**src/rtl/n_bitmultiplier_pkg.sv**
```systemverilog
// rtl/n_bitmultiplier_pkg.sv - shared constants and Baugh-Wooley helper for n_bitmultiplier
// Latency depends on N_BITMULTIPLIER_PIPE_EN.
package n_bitmultiplier_pkg;

  localparam int DEFAULT_NUM_BITS = 8;
  localparam int MAX_PRODUCT_W    = 128;

`ifdef N_BITMULTIPLIER_PIPE_EN
  localparam int MULT_LATENCY = 2;
`else
  localparam int MULT_LATENCY = 1;
`endif

  // Modified Baugh-Wooley sign correction: +2^N and +2^(2N-1), taken modulo 2^(2N).
  function automatic logic [MAX_PRODUCT_W-1:0] bw_correction(input int n);
    return (MAX_PRODUCT_W'(1) << n) | (MAX_PRODUCT_W'(1) << (2 * n - 1));
  endfunction

endpackage

```
**src/rtl/csa_row.sv**
```systemverilog
// rtl/csa_row.sv - one row of full adders reducing sum, carry and partial-product vectors
module csa_row #(
  parameter int WIDTH = 16
) (
  input  logic [WIDTH-1:0] sum_in,
  input  logic [WIDTH-1:0] carry_in,
  input  logic [WIDTH-1:0] pp,
  output logic [WIDTH-1:0] sum_out,
  output logic [WIDTH-1:0] carry_out
);

  logic [WIDTH-2:0] maj;

  // The carry out of the top column falls off the 2N-bit result and is dropped.
  assign sum_out   = sum_in ^ carry_in ^ pp;
  assign maj       = (sum_in[WIDTH-2:0] & carry_in[WIDTH-2:0]) |
                     (sum_in[WIDTH-2:0] & pp[WIDTH-2:0]) |
                     (carry_in[WIDTH-2:0] & pp[WIDTH-2:0]);
  assign carry_out = {maj, 1'b0};

endmodule

```
**src/rtl/n_bitmultiplier.sv**
```systemverilog
// rtl/n_bitmultiplier.sv - signed Baugh-Wooley carry-save multiplier with registered 2N-bit product
// Optional N_BITMULTIPLIER_PIPE_EN adds a register between the reduction and the final adder.
module n_bitmultiplier
  import n_bitmultiplier_pkg::*;
#(
  parameter int NUM_BITS = DEFAULT_NUM_BITS
) (
  input  logic                    clk,
  input  logic                    n_rst,
  input  logic [NUM_BITS-1:0]     a,
  input  logic [NUM_BITS-1:0]     b,
  input  logic                    in_valid,
  output logic [2*NUM_BITS-1:0]   product,
  output logic                    out_valid
);

  localparam int W = 2 * NUM_BITS;
  localparam logic [MAX_PRODUCT_W-1:0] CORR_FULL = bw_correction(NUM_BITS);
  localparam logic [W-1:0] CORR = CORR_FULL[W-1:0];

  logic [W-1:0] rows      [NUM_BITS];
  logic [W-1:0] sum_chain [NUM_BITS-1];
  logic [W-1:0] carry_chain [NUM_BITS-1];

  // Terms pairing exactly one sign bit are inverted (NAND); the rest are plain ANDs.
  for (genvar gi = 0; gi < NUM_BITS; gi++) begin : g_row
    logic [NUM_BITS-1:0] bits;
    for (genvar gj = 0; gj < NUM_BITS; gj++) begin : g_bit
      if ((gi == NUM_BITS - 1) != (gj == NUM_BITS - 1)) begin : g_nand
        assign bits[gj] = ~(a[gj] & b[gi]);
      end else begin : g_and
        assign bits[gj] = a[gj] & b[gi];
      end
    end
    assign rows[gi] = {{NUM_BITS{1'b0}}, bits} << gi;
  end

  // Row 0 never occupies bits N and above, so the correction constant merges into it for free.
  assign sum_chain[0]   = rows[0] | CORR;
  assign carry_chain[0] = rows[1];

  for (genvar gk = 0; gk < NUM_BITS - 2; gk++) begin : g_csa
    csa_row #(.WIDTH(W)) u_csa_row (
      .sum_in    (sum_chain[gk]),
      .carry_in  (carry_chain[gk]),
      .pp        (rows[gk+2]),
      .sum_out   (sum_chain[gk+1]),
      .carry_out (carry_chain[gk+1])
    );
  end

  logic [W-1:0] fin_sum;
  logic [W-1:0] fin_carry;
  logic         fin_valid;

`ifdef N_BITMULTIPLIER_PIPE_EN
  always_ff @(posedge clk or negedge n_rst) begin
    if (!n_rst) begin
      fin_sum   <= '0;
      fin_carry <= '0;
      fin_valid <= 1'b0;
    end else begin
      fin_sum   <= sum_chain[NUM_BITS-2];
      fin_carry <= carry_chain[NUM_BITS-2];
      fin_valid <= in_valid;
    end
  end
`else
  assign fin_sum   = sum_chain[NUM_BITS-2];
  assign fin_carry = carry_chain[NUM_BITS-2];
  assign fin_valid = in_valid;
`endif

  logic [W-1:0] cpa_sum;
  logic [W-1:0] cpa_cy;

  assign cpa_cy[0] = 1'b0;
  for (genvar gb = 0; gb < W; gb++) begin : g_cpa
    assign cpa_sum[gb] = fin_sum[gb] ^ fin_carry[gb] ^ cpa_cy[gb];
    if (gb < W - 1) begin : g_cy
      assign cpa_cy[gb+1] = (fin_sum[gb] & fin_carry[gb]) |
                            (fin_sum[gb] & cpa_cy[gb]) |
                            (fin_carry[gb] & cpa_cy[gb]);
    end
  end

  always_ff @(posedge clk or negedge n_rst) begin
    if (!n_rst) begin
      product   <= '0;
      out_valid <= 1'b0;
    end else begin
      product   <= cpa_sum;
      out_valid <= fin_valid;
    end
  end

endmodule

```
**config.mk**
```make
export PLATFORM = sky130hd
export DESIGN_NAME = n_bitmultiplier
export DESIGN_NICKNAME = d
export VERILOG_FILES = /design/src/rtl/n_bitmultiplier_pkg.sv /design/src/rtl/csa_row.sv /design/src/rtl/n_bitmultiplier.sv
export SDC_FILE = /design/constraint.sdc
export NUM_CORES = 1
export LEC_CHECK = 0
export BUFFER_PORTS_ARGS = -buffer_cell sky130_fd_sc_hd__buf_2
export CAP_MARGIN = 20
export CORE_MARGIN = 5
export CORE_UTILIZATION = 52
export CTS_BUF_LIST = sky130_fd_sc_hd__clkbuf_8
export DETAILED_ROUTE_END_ITERATION = 6
export GPL_TIMING_DRIVEN = 0
export PLACE_DENSITY = 0.78
export SLEW_MARGIN = 10
export SYNTH_ARGS = -nofsm -noshare
export SYNTH_HDL_FRONTEND = slang
export SYNTH_SLANG_ARGS = --single-unit
```
**constraint.sdc**
```tcl
create_clock -name clk -period 0.8 [get_ports clk]
set_input_delay 0 -clock clk [delete_from_list [all_inputs] [get_ports clk]]
set_output_delay 0 -clock clk [all_outputs]
set_load 0.01 [all_outputs]
```
### Yosys cells after proc, flatten, opt, wreduce, memory -nomap -nowiden

Index checks and enable logic that the tools add are counted.
W data, S select, Z words.

| storage, ports and cells | value |
|---|---|
| register bits after elaboration | 17 |
| input port bits | 19 |

| operators by class | value |
|---|---|
| bitwise gates (word level) | 215 |

Operators by type and width:

| kind | count |
|---|---|
| $or A15 B15 Y15 | 12 |
| $and A15 B15 Y15 | 7 |
| $and A1 B1 Y1 | 104 |
| $xor A16 B16 Y16 | 5 |
| $and A15 B11 Y15 | 2 |
| $and A15 B12 Y15 | 2 |
| $and A15 B13 Y15 | 2 |
| $and A15 B14 Y15 | 2 |
| $xor A1 B1 Y1 | 29 |
| $or A1 B1 Y1 | 26 |
| $and A9 B10 Y10 | 2 |
| $xor A16 B10 Y16 | 1 |
| $xor A16 B11 Y16 | 1 |
| $xor A16 B12 Y16 | 1 |
| $xor A16 B13 Y16 | 1 |
| $xor A16 B14 Y16 | 1 |
| $xor A16 B15 Y16 | 1 |
| $xor A16 B9 Y16 | 1 |
| $not A1 Y1 | 14 |
| $and A9 B9 Y9 | 1 |

### Longest topological paths before layout

Gate-level depths: netlist of the first run.

| depth | value |
|---|---|
| word-level depth | 61 |
| mapped depth | 23 |
| mapped depth without buffers | 23 |

### Hierarchy

Synthesis of the first run repeated with hierarchy kept, for this count alone.

| unflattened totals | value |
|---|---|
| cells, all modules | 208 |
| area total of the unflattened synthesis | 3,131.8 um^2 |

Modules (own cells, without submodules):

| module | instances | cells an instance | area each (um^2) |
|---|---|---|---|
| csa_row | 6 | 18 | 335.3 |
| n_bitmultiplier | 1 | 100 | 1,119.8 |

### Worst setup path after synthesis of the first run

OpenSTA, ideal clock, no wires.

| timing path | value |
|---|---|
| path type | input -> register |
| from | in b[2] |
| to | reg product[14] |
| setup time | 64 ps |
| arrival | 5,868 ps |
| setup slack | -5,132 ps |
| cell stages on the path | 22 |
| cell sequence | nand2_1 fa_1 inv_1 fa_1 fa_1 fa_1 inv_1 fa_1 fa_1 inv_1 ha_1 fa_1 inv_1 fa_1 inv_1 fa_1 fa_1 fa_1 inv_1 fa_1 fa_1 inv_1 |

| between the ends | value |
|---|---|
| longest elaborated chain between the ends | 49 |
| elaborated cells on any way between the ends | 110 |

RTL lines:

| item | line | RTL |
|---|---|---|
| from (decl) | n_bitmultiplier.sv:11 | `input logic [NUM_BITS-1:0] b,` |
| $and A1 B1 Y1 | n_bitmultiplier.sv:32 | `assign bits[gj] = a[gj] & b[gi];` |
| $xor A16 B10 Y16 | csa_row.sv:15 | `assign sum_out = sum_in ^ carry_in ^ pp;` |
| $xor A16 B16 Y16 | csa_row.sv:15 |  |
| $xor A16 B11 Y16 | csa_row.sv:15 |  |
| $xor A16 B16 Y16 | csa_row.sv:15 |  |
| $xor A16 B12 Y16 | csa_row.sv:15 |  |
| $xor A16 B16 Y16 | csa_row.sv:15 |  |
| $xor A16 B13 Y16 | csa_row.sv:15 |  |
| [34 not listed] | -- |  |
| $and A1 B1 Y1 | n_bitmultiplier.sv:82 | `(fin_sum[gb] & cpa_cy[gb]) \|` |
| $or A1 B1 Y1 | n_bitmultiplier.sv:81 | `assign cpa_cy[gb+1] = (fin_sum[gb] & fin_carry[gb]) \|` |
| $or A1 B1 Y1 | n_bitmultiplier.sv:82 |  |
| $and A1 B1 Y1 | n_bitmultiplier.sv:82 |  |
| $or A1 B1 Y1 | n_bitmultiplier.sv:81 |  |
| $or A1 B1 Y1 | n_bitmultiplier.sv:82 |  |
| $xor A1 B1 Y1 * | n_bitmultiplier.sv:79 | `assign cpa_sum[gb] = fin_sum[gb] ^ fin_carry[gb] ^ cpa_cy[gb];` |
| net cpa_sum[14] | n_bitmultiplier.sv:74 | `logic [W-1:0] cpa_sum;` |
| to (signal assigned) | n_bitmultiplier.sv:92 | `product <= cpa_sum;` |
| to (decl) | n_bitmultiplier.sv:13 | `output logic [2*NUM_BITS-1:0] product,` |

The timed path passes the listed nets; every way through them passes the cells marked *.

### Final worst setup path of the first run

| timing path | value |
|---|---|
| from | in b[0] |
| to | reg product[14] |

| between the ends | value |
|---|---|
| longest elaborated chain between the ends | 52 |
| elaborated cells on any way between the ends | 112 |

RTL lines:

| item | line | RTL |
|---|---|---|
| $and A1 B1 Y1 | n_bitmultiplier.sv:32 |  |
| $and A9 B9 Y9, or another cell as far along | csa_row.sv:16 | `assign maj = (sum_in[WIDTH-2:0] & carry_in[WIDTH-2:0]) \|` |
| $or A15 B15 Y15 / $xor A16 B10 Y16 (equally long branches) | csa_row.sv:16, csa_row.sv:15 |  |
| $or A15 B15 Y15, or another cell as far along | csa_row.sv:17 | `(sum_in[WIDTH-2:0] & pp[WIDTH-2:0]) \|` |
| $and A15 B15 Y15, or another cell as far along | csa_row.sv:16 |  |
| $or A15 B15 Y15, or another cell as far along | csa_row.sv:16 |  |
| $or A15 B15 Y15, or another cell as far along | csa_row.sv:17 |  |
| $xor A16 B16 Y16, or another cell as far along | csa_row.sv:15 |  |
| [37 not listed] | -- |  |
| $and A1 B1 Y1 | n_bitmultiplier.sv:82 |  |
| $or A1 B1 Y1 | n_bitmultiplier.sv:81 |  |
| $or A1 B1 Y1 | n_bitmultiplier.sv:82 |  |
| $and A1 B1 Y1 | n_bitmultiplier.sv:82 |  |
| $or A1 B1 Y1 | n_bitmultiplier.sv:81 |  |
| $or A1 B1 Y1 * | n_bitmultiplier.sv:82 |  |
| $xor A1 B1 Y1 * | n_bitmultiplier.sv:79 |  |
| net cpa_sum[14] | n_bitmultiplier.sv:74 |  |

Marks and branches as above.

==> results.py, run 1 <==
metrics = {
    "clocking": {
        "tritoncts": "built",
        "cts-root-to-sink-buffers": 2,
        "numCtsBuffers": 3,
        "clk_pin_slew_worst_paths_ps": 70,
        "cts_sinks": 17,
        "h-tree-depth": 1,
        "cts-root-buf": "sky130_fd_sc_hd__clkbuf_8",
    },
    "synth": {
        "synthSimpleGateAreaFrac_pct": 16.5,
        "yosys_warnings": 0,
        "number_of_nets_produced_by_synthesis": 248,
        "synth-seq-area-share_pct": 21.9,
        "post_synth_xor_area_fraction_pct": 0,
        "synth_compound_area_share_pct": 0,
        "synth_adder_area_share_pct": 54.6,
        "netlist_instances": 173,
        "netlist_area_sq_um": 1940,
        "synthDistinctLibCells": 6,
        "postSynthAreaPerCell_sq_um": 11.2,
        "muxShareOfSynthArea_pct": 0,
        "main_combinational_cell_family_by_area_after_synthesis": "adder cells",
        "synth-seq-cells": 17,
    },
    "placed_design": {
        "number_of_cells_in_the_design_after_placement": 256,
        "place_worst_setup_slack_ps": -5110,
        "dp_hpwl_um": 2660,
        "place.port_buffers": 35,
        "place.gp.congestion": 0.752,
    },
    "setup_path": {
        "startpoint_type": "input port",
        "cp_slowest_cell": "sky130_fd_sc_hd__fa_1",
        "crit_fanout": 4,
        "cpLargestDelayFamily": "adder cells",
        "cp_depth": 21,
        "cp_slowest_stage_delay_ps": 520,
        "timing.critical_path.cells": "buf_8 > and2_4 > fa_1 > fa_1 > fa_1 > fa_1 > fa_1 > fa_1 > inv_2 > ha_4 > fa_2 > inv_2 > fa_2 > inv_2 > fa_2 > fa_2 > fa_2 > inv_2 > fa_2 > fa_1 > inv_1",
        "worst-endpoint-required_ps": 1000,
        "path_class": "in2reg",
        "cp_num_buf_inv": 6,
        "critPathArrivalTime_ps": 5610,
        "timing.critical_path.mode_cell": "sky130_fd_sc_hd__fa_1",
        "worst_setup_path_startpoint": "b[0]",
        "crit_path_end": "product[14]",
        "timing.critical_path.to_type": "flip-flop",
    },
    "power_and_ir_drop": {
        "leakage_nw": 1.21,
        "comb_power_share_pct": 66.4,
        "p_sw_w": 0.00247,
        "cellInternalPower_w": 0.00350,
        "clkPwrFrac_pct": 11.0,
        "power_density_nw_per_um2": 2380,
        "maximum_resistive_drop_on_vdd_mv": 1.61,
        "share_seq_of_total_power_pct": 22.6,
        "power.total_w": 0.00597,
        "swShare_pct": 41.4,
    },
    "sta": {
        "hold_slack_ps": 89.4,
        "max_freq_mhz": 185,
        "timing_hold_violations_final": 0,
        "rsz0062_at_grt": "true",
        "final-setup-viol-count": 14,
        "worst-slew-pin-transition_ps": 360,
        "final-max-slew-violation-count": 0,
        "finalCriticalPeriod_ps": 5410,
        "remaining_max_slew_budget_at_the_tightest_pin_pct": 76.0,
        "layout_setup_ws_ps": -4610,
        "min_period_over_period_pct": 676,
    },
    "grt": {
        "global_route.usage.met2_pct": 24.6,
        "use_met1_pct": 16.8,
        "use_met3_pct": 1.99,
        "grt_start_max_net_pins": 18,
        "grt_overflow": 0,
        "track_usage_pct": 13.6,
        "number_of_antenna_violations_at_the_first_check_in_global_routing": 0,
        "grt-busiest-layer": "met2",
        "grt_pass1_vias": 1364,
        "wire_length_of_the_first_global_routing_pass_um": 5600,
    },
    "final_layout": {
        "mostFrequentLayoutCells": "sky130_fd_sc_hd__fa_1 (36), sky130_fd_sc_hd__and2_1 (30), sky130_fd_sc_hd__inv_1 (26), sky130_fd_sc_hd__buf_2 (26), sky130_fd_sc_hd__nand2_1 (24)",
        "stdcell_count": 267,
        "layout.filler_cells": 293,
        "number_of_nets_in_the_layout": 295,
        "commonest_non_fill_non_tap_cell_in_the_layout": "sky130_fd_sc_hd__fa_1",
        "layout.core_utilization_pct": 69.0,
        "final_layout_size_suffix_gt1_share_pct": 36.5,
        "synthToLayoutAreaGrowth_pct": 29.2,
        "n_antenna_cell": 0,
    },
    "floorplanning": {
        "coreArea_sq_um": 3630,
        "dieHeight_um": 71.1,
        "initial_core_util_pct": 53.4,
        "floorplan.die_area_sq_um": 5060,
        "num_io_pins": 36,
        "die_width_um": 71.1,
        "core.rowCount": 22,
    },
    "routing": {
        "drt_first_pass_iters": 4,
        "routed_via_density": 4.79,
        "finalWirelength_um": 3140,
        "post_drt_wl_per_cell_um": 11.8,
        "dr_total_vias": 1279,
        "drt_iter0_drc": 24,
        "postRouteAntennaNets": 0,
        "drt_drc_violations_left": 0,
    },
    "status": {
        "outcome": "complete, but fails checks",
        "failed_checks": "setup timing",
    },
    "flow_run": {
        "maxCapViolations": 0,
    },
    "min_path": {
        "worst_hold_path_type": "in2reg",
    },
}
[through the flow]
step           TNS [ps]  cell area (sq um)
3_5_place_dp     -44470               2200
4_1_cts          -39120               2420
5_1_grt          -39940               2510
2_1_floorplan    -40640               1970
3_3_place_gp     -44130               2200
6_report         -38710               2510
[how the worst min path moves through the flow]
| stage | startpoint | endpoint | slack (ps) | cells after the start |
|---|---|---|---|---|
| after floorplan | n_rst | out_valid | -300 | 0 |
| after global placement | n_rst | out_valid | -70 | 1 |
| after detailed placement | n_rst | out_valid | -60 | 1 |
| after CTS | a[0] | product[0] | 90 | 2 |
| after global routing | a[0] | product[0] | 130 | 2 |
| final | a[0] | product[0] | 90 | 2 |
[layer usage]
| layer | share of wire (%) | vias up |
|---|---|---|
| met5 | 0 | - |
| met4 | 0.73 | 0 |
| met3 | 5.6 | 4 |
| met2 | 53 | 32 |
| met1 | 40 | 660 |
| li1 | - | 583 |
[final cells by class]
class                           instances  area (sq um)  area share, %
Timing Repair Buffer                   42           328           13.1
Multi-Input combinational cell        120          1510           60.2
Sequential cell                        17           425           17.0
Inverter                               36           135           5.39
Clock inverter                          1          7.51          0.299
Clock buffer                            3          41.3           1.65
Tap cell                               48          60.1           2.39
[timing repair]
item                                    in CTS  in global routing
hold buffers                                 2                  0
buffers inserted                             2                  3
pin swaps                                   12                 12
endpoints found under the setup margin      14                 14
endpoints found under the hold margin       18                  0
resized for setup                           39                 17
[cell usage after synthesis (all sizes together)]
cell type  number  share of area (%)
and2           32                 10
dfrtp          17                 22
fa             48                 49
ha              8                5.2
inv            36                7.0
nand2          32                6.2
[registers in the layout (all words and copies together) (netlist names)]
register   count
out_valid      1
product       16
[power groups by stage]
stage / registers [W] / clock network (W) / logic (W)
after floorplan: 0.00158 / 0 / 0.00255
after global placement: 0.00136 / 0 / 0.00363
after detailed placement: 0.00137 / 0 / 0.00375
after CTS: 0.00135 / 0.000671 / 0.00391
after global routing: 0.00138 / 0.000719 / 0.00478
final: 0.00135 / 0.000657 / 0.00397
[cell families after synthesis]
| group | Yosys count |
|---|---|
| DFF | 17 |
| buffers and inverters | 36 |
| and+or+nand+nor | 64 |
| adders and majority gates | 56 |
Power figures use the tool's default switching activity.
==> run 2, diff against run 1 <==
- CORE_UTILIZATION: 52 -> 56
- PLACE_DENSITY: 0.78 -> 0.8
- SYNTH_HIERARCHICAL: unset -> 1
==> run 2 against run 1 <==
Net effect: the flow still finishes with violations (setup timing); count of clock-buffer cells in the layout is the same; sequential share of layout area shrank 6.1 points; worst hold slack gained 110 ps; fmax shrank 8.2%.
==> results.py, run 2 <==
metrics = {
    "status": {
        "outcome": "complete, but fails checks",
        "failed_checks": "setup timing",
    },
    "placed_design": {
        "postPlaceCellArea_sq_um": 3700,
        "place_worst_setup_slack_ps": -5410,
        "number_of_cells_in_the_design_after_placement": 376,
        "dp_hpwl_um": 4500,
        "place.gp.congestion": 0.734,
        "place.port_buffers": 34,
    },
    "clocking": {
        "h-tree-depth": 1,
        "clk_pin_slew_worst_paths_ps": 60,
        "cts-root-to-sink-buffers": 2,
        "cts_sinks": 17,
        "tritoncts": "built",
        "numCtsBuffers": 3,
        "cts-root-buf": "sky130_fd_sc_hd__clkbuf_8",
    },
    "power_and_ir_drop": {
        "maximum_resistive_drop_on_vdd_mv": 3.15,
        "power_density_nw_per_um2": 3550,
        "leakage_nw": 1.85,
        "share_seq_of_total_power_pct": 12.4,
        "swShare_pct": 41.5,
        "cellInternalPower_w": 0.00817,
        "comb_power_share_pct": 83.4,
        "p_sw_w": 0.00580,
        "clkPwrFrac_pct": 4.2,
    },
    "floorplanning": {
        "floorplan.die_area_sq_um": 7190,
        "dieHeight_um": 84.8,
        "core.rowCount": 27,
        "die_width_um": 84.8,
        "initial_core_util_pct": 57.2,
        "coreArea_sq_um": 5470,
        "num_io_pins": 36,
    },
    "setup_path": {
        "path_class": "in2reg",
        "startpoint_type": "input port",
        "timing.critical_path.mode_cell": "sky130_fd_sc_hd__fa_2",
        "cp_slowest_cell": "sky130_fd_sc_hd__fa_2",
        "timing.critical_path.cells": "buf_8 > and2_4 > fa_2 > fa_1 > fa_2 > fa_2 > fa_2 > fa_1 > fa_2 > fa_2 > fa_2 > fa_2 > fa_2 > fa_2 > fa_2 > fa_2 > xor3_1",
        "timing.critical_path.to_type": "flip-flop",
        "worst-endpoint-required_ps": 980,
        "critPathArrivalTime_ps": 6070,
        "cp_slowest_stage_delay_ps": 560,
        "crit_fanout": 4,
    },
    "grt": {
        "wire_length_of_the_first_global_routing_pass_um": 9130,
        "grt_overflow": 0,
        "number_of_antenna_violations_at_the_first_check_in_global_routing": 0,
        "track_usage_pct": 16.2,
        "grt_pass1_vias": 2106,
        "grt_start_max_net_pins": 18,
    },
    "min_path": {
        "worst_hold_path_type": "in2async",
    },
    "sta": {
        "rsz0062_at_grt": "true",
        "finalCriticalPeriod_ps": 5890,
        "final-setup-viol-count": 16,
        "hold_slack_ps": 195,
        "max_freq_mhz": 170,
        "final-max-slew-violation-count": 0,
        "min_period_over_period_pct": 736,
        "layout_setup_ws_ps": -5090,
        "timing_hold_violations_final": 0,
    },
    "routing": {
        "route.layer.met1.wl_um": 1570,
        "post_drt_wl_per_cell_um": 12.7,
        "drt_first_pass_iters": 4,
        "wl_met2_um": 3110,
        "finalWirelength_um": 4880,
        "routed_wl_met3_um": 128,
        "routed_via_density": 4.55,
        "drt_iter0_drc": 25,
        "dr_total_vias": 1746,
        "route.top_layer_used": "met4",
        "postRouteAntennaNets": 0,
        "drt_drc_violations_left": 0,
    },
    "synth": {
        "netlist_instances": 208,
        "yosysMostFrequentCell": "sky130_fd_sc_hd__fa_1",
        "async_reset_ff_share_pct": 100,
        "synthDistinctLibCells": 9,
        "synth_largest_type_area_fraction_pct": 66.5,
        "synth-edff-count": 0,
        "netlist_area_sq_um": 3130,
        "yosysTopAreaCell": "sky130_fd_sc_hd__fa_1",
        "synth_flop_cell": "sky130_fd_sc_hd__dfrtp_1",
        "post_synth_main_area_contributors": "sky130_fd_sc_hd__fa_1 (66%), sky130_fd_sc_hd__dfrtp_1 (14%), sky130_fd_sc_hd__and2_1 (10%), sky130_fd_sc_hd__xor3_1 (5.3%), sky130_fd_sc_hd__nand2_1 (1.7%)",
        "synth-seq-cells": 17,
        "postSynthAreaPerCell_sq_um": 15.1,
        "yosys_warnings": 6,
        "ys_top_cells_by_count": "sky130_fd_sc_hd__fa_1 (104), sky130_fd_sc_hd__and2_1 (50), sky130_fd_sc_hd__dfrtp_1 (17)",
        "synth-seq-area-share_pct": 13.6,
    },
    "final_layout": {
        "largest_register_by_flop_count": "product",
        "finalInstanceArea_sq_um": 3930,
        "synthToLayoutAreaGrowth_pct": 25.6,
        "largestRegisters": "product x16, out_valid x1",
        "layout.filler_cells": 396,
        "n_antenna_cell": 0,
        "final_layout_size_suffix_gt1_share_pct": 31.1,
        "number_of_nets_in_the_layout": 437,
        "largest_register_ff_count": 16,
        "mostFrequentLayoutCells": "sky130_fd_sc_hd__fa_1 (70), sky130_fd_sc_hd__conb_1 (70), sky130_fd_sc_hd__and2_1 (34), sky130_fd_sc_hd__fa_2 (34), sky130_fd_sc_hd__buf_2 (24)",
        "stdcell_count": 384,
    },
    "flow_run": {
        "maxCapViolations": 0,
    },
}
-- run 2: cell count changes in the layout (fill, tap and decap cells not counted), moves of 7 or more --
cell,previous run,this run
sky130_fd_sc_hd__inv_2,10,0
sky130_fd_sc_hd__fa_1,36,70
sky130_fd_sc_hd__xor3_1,0,7
sky130_fd_sc_hd__nand2_1,24,13
sky130_fd_sc_hd__conb_1,0,70
sky130_fd_sc_hd__and2_4,2,16
sky130_fd_sc_hd__fa_2,12,34
sky130_fd_sc_hd__inv_1,26,1
-- run 2: kinds of logic (layout without fill, tap and decap cells) --
family	after synthesis	in the layout	share of synthesized area [%]
xor gates and xnor gates	7	7	5.31
adders and majority gates	105	105	66.9
buffers and inverters	7	49	1.60
DFF	17	17	13.6
other	8	70	0.959
and+or+nand+nor	64	64	11.7
-- run 2: area by class of cell --
type                    count  area (sq um)  area share (%)
repair buffers             38           307            7.79
flip-flops and latches     17           425            10.8
clock inverters             1          3.75          0.0954
clock buffers               3          41.3            1.05
well taps                  72          90.1            2.29
multi-input cells         246          3020            76.7
plain buffers               7          50.0            1.27
-- run 2: power groups by stage --
| stage | Clock, W | Sequential [W] | Combinational (W) |
|---|---|---|---|
| detailed placement | 0 | 0.00176 | 0.0118 |
| CTS | 0.000626 | 0.00174 | 0.0118 |
| floorplan | 0 | 0.00199 | 0.00886 |
| finish | 0.000593 | 0.00173 | 0.0116 |
| global route | 0.000647 | 0.00178 | 0.0136 |
| global placement | 0 | 0.00175 | 0.0111 |
-- run 2: worst paths after layout --
kind                       startpoint          end  slack [ps]  depth (start not counted)
max                              a[6]  product[15]       -5090                         17
min                             n_rst   product[4]         200                          2
max in group asynchronous       n_rst  product[13]         330                          2
min in group clk                 a[5]  product[12]         370                          4
-- run 2: what timing repair did --
action	CTS	global route
pin swaps	37	3
hold buffers	2	0
hold endpoints to repair	18	0
setup endpoints to repair	16	16
gates resized for setup	43	6
setup buffers	2	0
-- run 2: routing by layer --
layer,up-vias,global-route usage [%]
met2,24,32.2
met4,0,3.45
li1,756,-
met5,-,0
met3,7,2.06
met1,959,18.3
-- run 2: per-stage QoR --
step                total power (W)  setup TNS [ps]  util, %
floorplan                    0.0109          -84640        -
global placement             0.0129          -59980     67.7
detailed placement           0.0136          -60610     67.7
CTS                          0.0141          -54420     71.5
global route                 0.0161          -55370     71.9
finish                       0.0140          -54300     71.9
-- run 2: critical path, delay by kind of cell --
kind | cells | cell delay (ps)
xor+xnor | 1 | 200
fa+ha+maj | 14 | 5620
buf+inv | 1 | 100
simple gates | 1 | 150
==> run 3, diff against run 2 <==
- BUFFER_PORTS_ARGS: -buffer_cell sky130_fd_sc_hd__buf_2 -> -buffer_cell sky130_fd_sc_hd__clkbuf_2
==> run 3 against run 2 <==
Net effect: critical path depth is the same; fmax barely moved; routed wire length fell by 0.31%; clock power hardly changed; count of clock-buffer cells in the layout is the same; highest routed layer unchanged; sequential share of layout area decreased by 0.17 points; the flow still finishes with violations (setup timing); final cell count increased by 0.78%; via count increased by 0.34%; non-clock buffer count up 3.
==> results.py, run 3 (same netlist as run 2, synthesis figures left out) <==
metrics = {
    "clocking": {
        "cts-root-to-sink-buffers": 2,
        "tritoncts": "built",
        "cts_sinks": 17,
        "cts-root-buf": "sky130_fd_sc_hd__clkbuf_8",
        "clk_pin_slew_worst_paths_ps": 60,
        "numCtsBuffers": 3,
        "h-tree-depth": 1,
    },
    "setup_path": {
        "startpoint_type": "input port",
        "worst-endpoint-required_ps": 980,
        "critPathArrivalTime_ps": 6070,
        "timing.critical_path.mode_cell": "sky130_fd_sc_hd__fa_2",
        "path_class": "in2reg",
        "cp_slowest_cell": "sky130_fd_sc_hd__fa_1",
        "cp_slowest_stage_delay_ps": 530,
        "timing.critical_path.cells": "buf_12 > and2_4 > fa_1 > fa_1 > fa_1 > fa_1 > fa_1 > fa_1 > fa_2 > fa_2 > fa_2 > fa_2 > fa_2 > fa_2 > fa_2 > fa_2 > xor3_1",
        "crit_fanout": 6,
        "timing.critical_path.to_type": "flip-flop",
    },
    "sta": {
        "rsz0062_at_grt": "true",
        "final-max-slew-violation-count": 0,
        "fin_setup_tns_ps": -54680,
        "finalCriticalPeriod_ps": 5890,
        "max_freq_mhz": 170,
        "hold_slack_ps": 224,
        "min_period_over_period_pct": 736,
        "timing_hold_violations_final": 0,
        "final-setup-viol-count": 16,
        "layout_setup_ws_ps": -5090,
    },
    "status": {
        "failed_checks": "setup timing",
        "outcome": "complete, but fails checks",
    },
    "routing": {
        "post_drt_wl_per_cell_um": 12.6,
        "routed_via_density": 4.53,
        "dr_total_vias": 1752,
        "finalWirelength_um": 4860,
        "postRouteAntennaNets": 0,
        "drt_iter0_drc": 19,
        "drt_first_pass_iters": 4,
        "drt_drc_violations_left": 0,
    },
    "final_layout": {
        "n_antenna_cell": 0,
        "largest_register_by_flop_count": "product",
        "commonest_non_fill_non_tap_cell_in_the_layout": "sky130_fd_sc_hd__fa_1",
        "largest_register_ff_count": 16,
        "synthToLayoutAreaGrowth_pct": 27.6,
        "layout.core_utilization_pct": 73.0,
        "largestRegisters": "product x16, out_valid x1",
        "number_of_nets_in_the_layout": 440,
        "mostFrequentLayoutCells": "sky130_fd_sc_hd__fa_1 (73), sky130_fd_sc_hd__conb_1 (70), sky130_fd_sc_hd__and2_1 (37)",
        "final_layout_size_suffix_gt1_share_pct": 29.5,
    },
    "grt": {
        "track_usage_pct": 16.3,
        "number_of_antenna_violations_at_the_first_check_in_global_routing": 0,
        "grt_overflow": 0,
        "grt_start_max_net_pins": 18,
        "grt_pass1_vias": 2203,
        "wire_length_of_the_first_global_routing_pass_um": 9350,
    },
    "power_and_ir_drop": {
        "maximum_resistive_drop_on_vdd_mv": 3.68,
        "p_sw_w": 0.00579,
        "swShare_pct": 41.4,
        "cellInternalPower_w": 0.00819,
        "leakage_nw": 1.90,
        "comb_power_share_pct": 83.2,
        "power_density_nw_per_um2": 3500,
        "clkPwrFrac_pct": 4.3,
        "share_seq_of_total_power_pct": 12.6,
    },
    "placed_design": {
        "dp_hpwl_um": 4600,
        "place.port_buffers": 34,
        "place.gp.congestion": 0.736,
    },
    "floorplanning": {
        "core.rowCount": 27,
        "initial_core_util_pct": 57.2,
        "coreArea_sq_um": 5470,
        "dieHeight_um": 84.8,
        "die_width_um": 84.8,
        "floorplan.die_area_sq_um": 7190,
        "num_io_pins": 36,
    },
    "flow_run": {
        "maxCapViolations": 0,
    },
    "min_path": {
        "worst_hold_path_type": "in2async",
    },
}
==> run 3: changes by cell type in the layout (fill, tap and decap cells not counted), sizes merged <==
cell / before / now
clkbuf: 3 / 35
buf: 43 / 14
==> run 3: layer usage <==
| metal | share of wire, % | GRT usage, % |
|---|---|---|
| met5 | 0 | 0 |
| met4 | 0.72 | 2.59 |
| met3 | 2.9 | 2.06 |
| met2 | 64 | 32.7 |
| met1 | 32 | 18.5 |
==> run 3: worst paths after layout <==
kind	start	end	slack, ps	cells after the start
max in group asynchronous	n_rst	product[11]	290	2
min in group clk	a[3]	product[11]	380	4
max	b[1]	product[15]	-5090	17
min	n_rst	product[3]	220	2
==> run 3: area by class of cell <==
type                       count  area [sq um]
multi-input combinational    246          3000
timing repair buffer          41           387
fill                         372          1480
tap                           72          90.1
clock buffer                   3          41.3
sequential                    17           425
clock inverter                 1          3.75
buffer                         7          50.0
==> run 3: stage by stage <==
stage | setup slack (ps) | std cells | power, W | instance area [sq um]
floorplan | -7580 | 270 | 0.0109 | 3440
global placement | -5370 | 376 | 0.0129 | 3700
detailed placement | -5430 | 376 | 0.0136 | 3700
CTS | -5120 | 385 | 0.0141 | 3970
global route | -5180 | 387 | 0.0161 | 4000
finish | -5090 | 387 | 0.0140 | 4000
==> run 3: power by group through the flow <==
stage / logic [W] / registers, W / clock network (W)
2_1_floorplan: 0.00886 / 0.00199 / 0
3_3_place_gp: 0.0111 / 0.00177 / 0
4_1_cts: 0.0117 / 0.00177 / 0.000629
6_report: 0.0116 / 0.00176 / 0.000596
3_5_place_dp: 0.0118 / 0.00178 / 0
5_1_grt: 0.0136 / 0.00179 / 0.000662
==> run 3: repair_timing <==
action / 4_1_cts / 5_1_grt
hold buffers: 2 / 0
endpoints found under the setup margin: 16 / 16
hold endpoints to repair: 18 / 0
pin swaps: 35 / 4
resized for setup: 38 / 3
buffers inserted: 3 / 2
cloned: 0 / 0
==> run 3: critical path: cells and delay by family <==
family,cells,cell delay (ps)
adder cells (fa/ha/maj),14,5600
XOR/XNOR,1,190
AND/OR/NAND/NOR,1,150
buffers and inverters,1,110
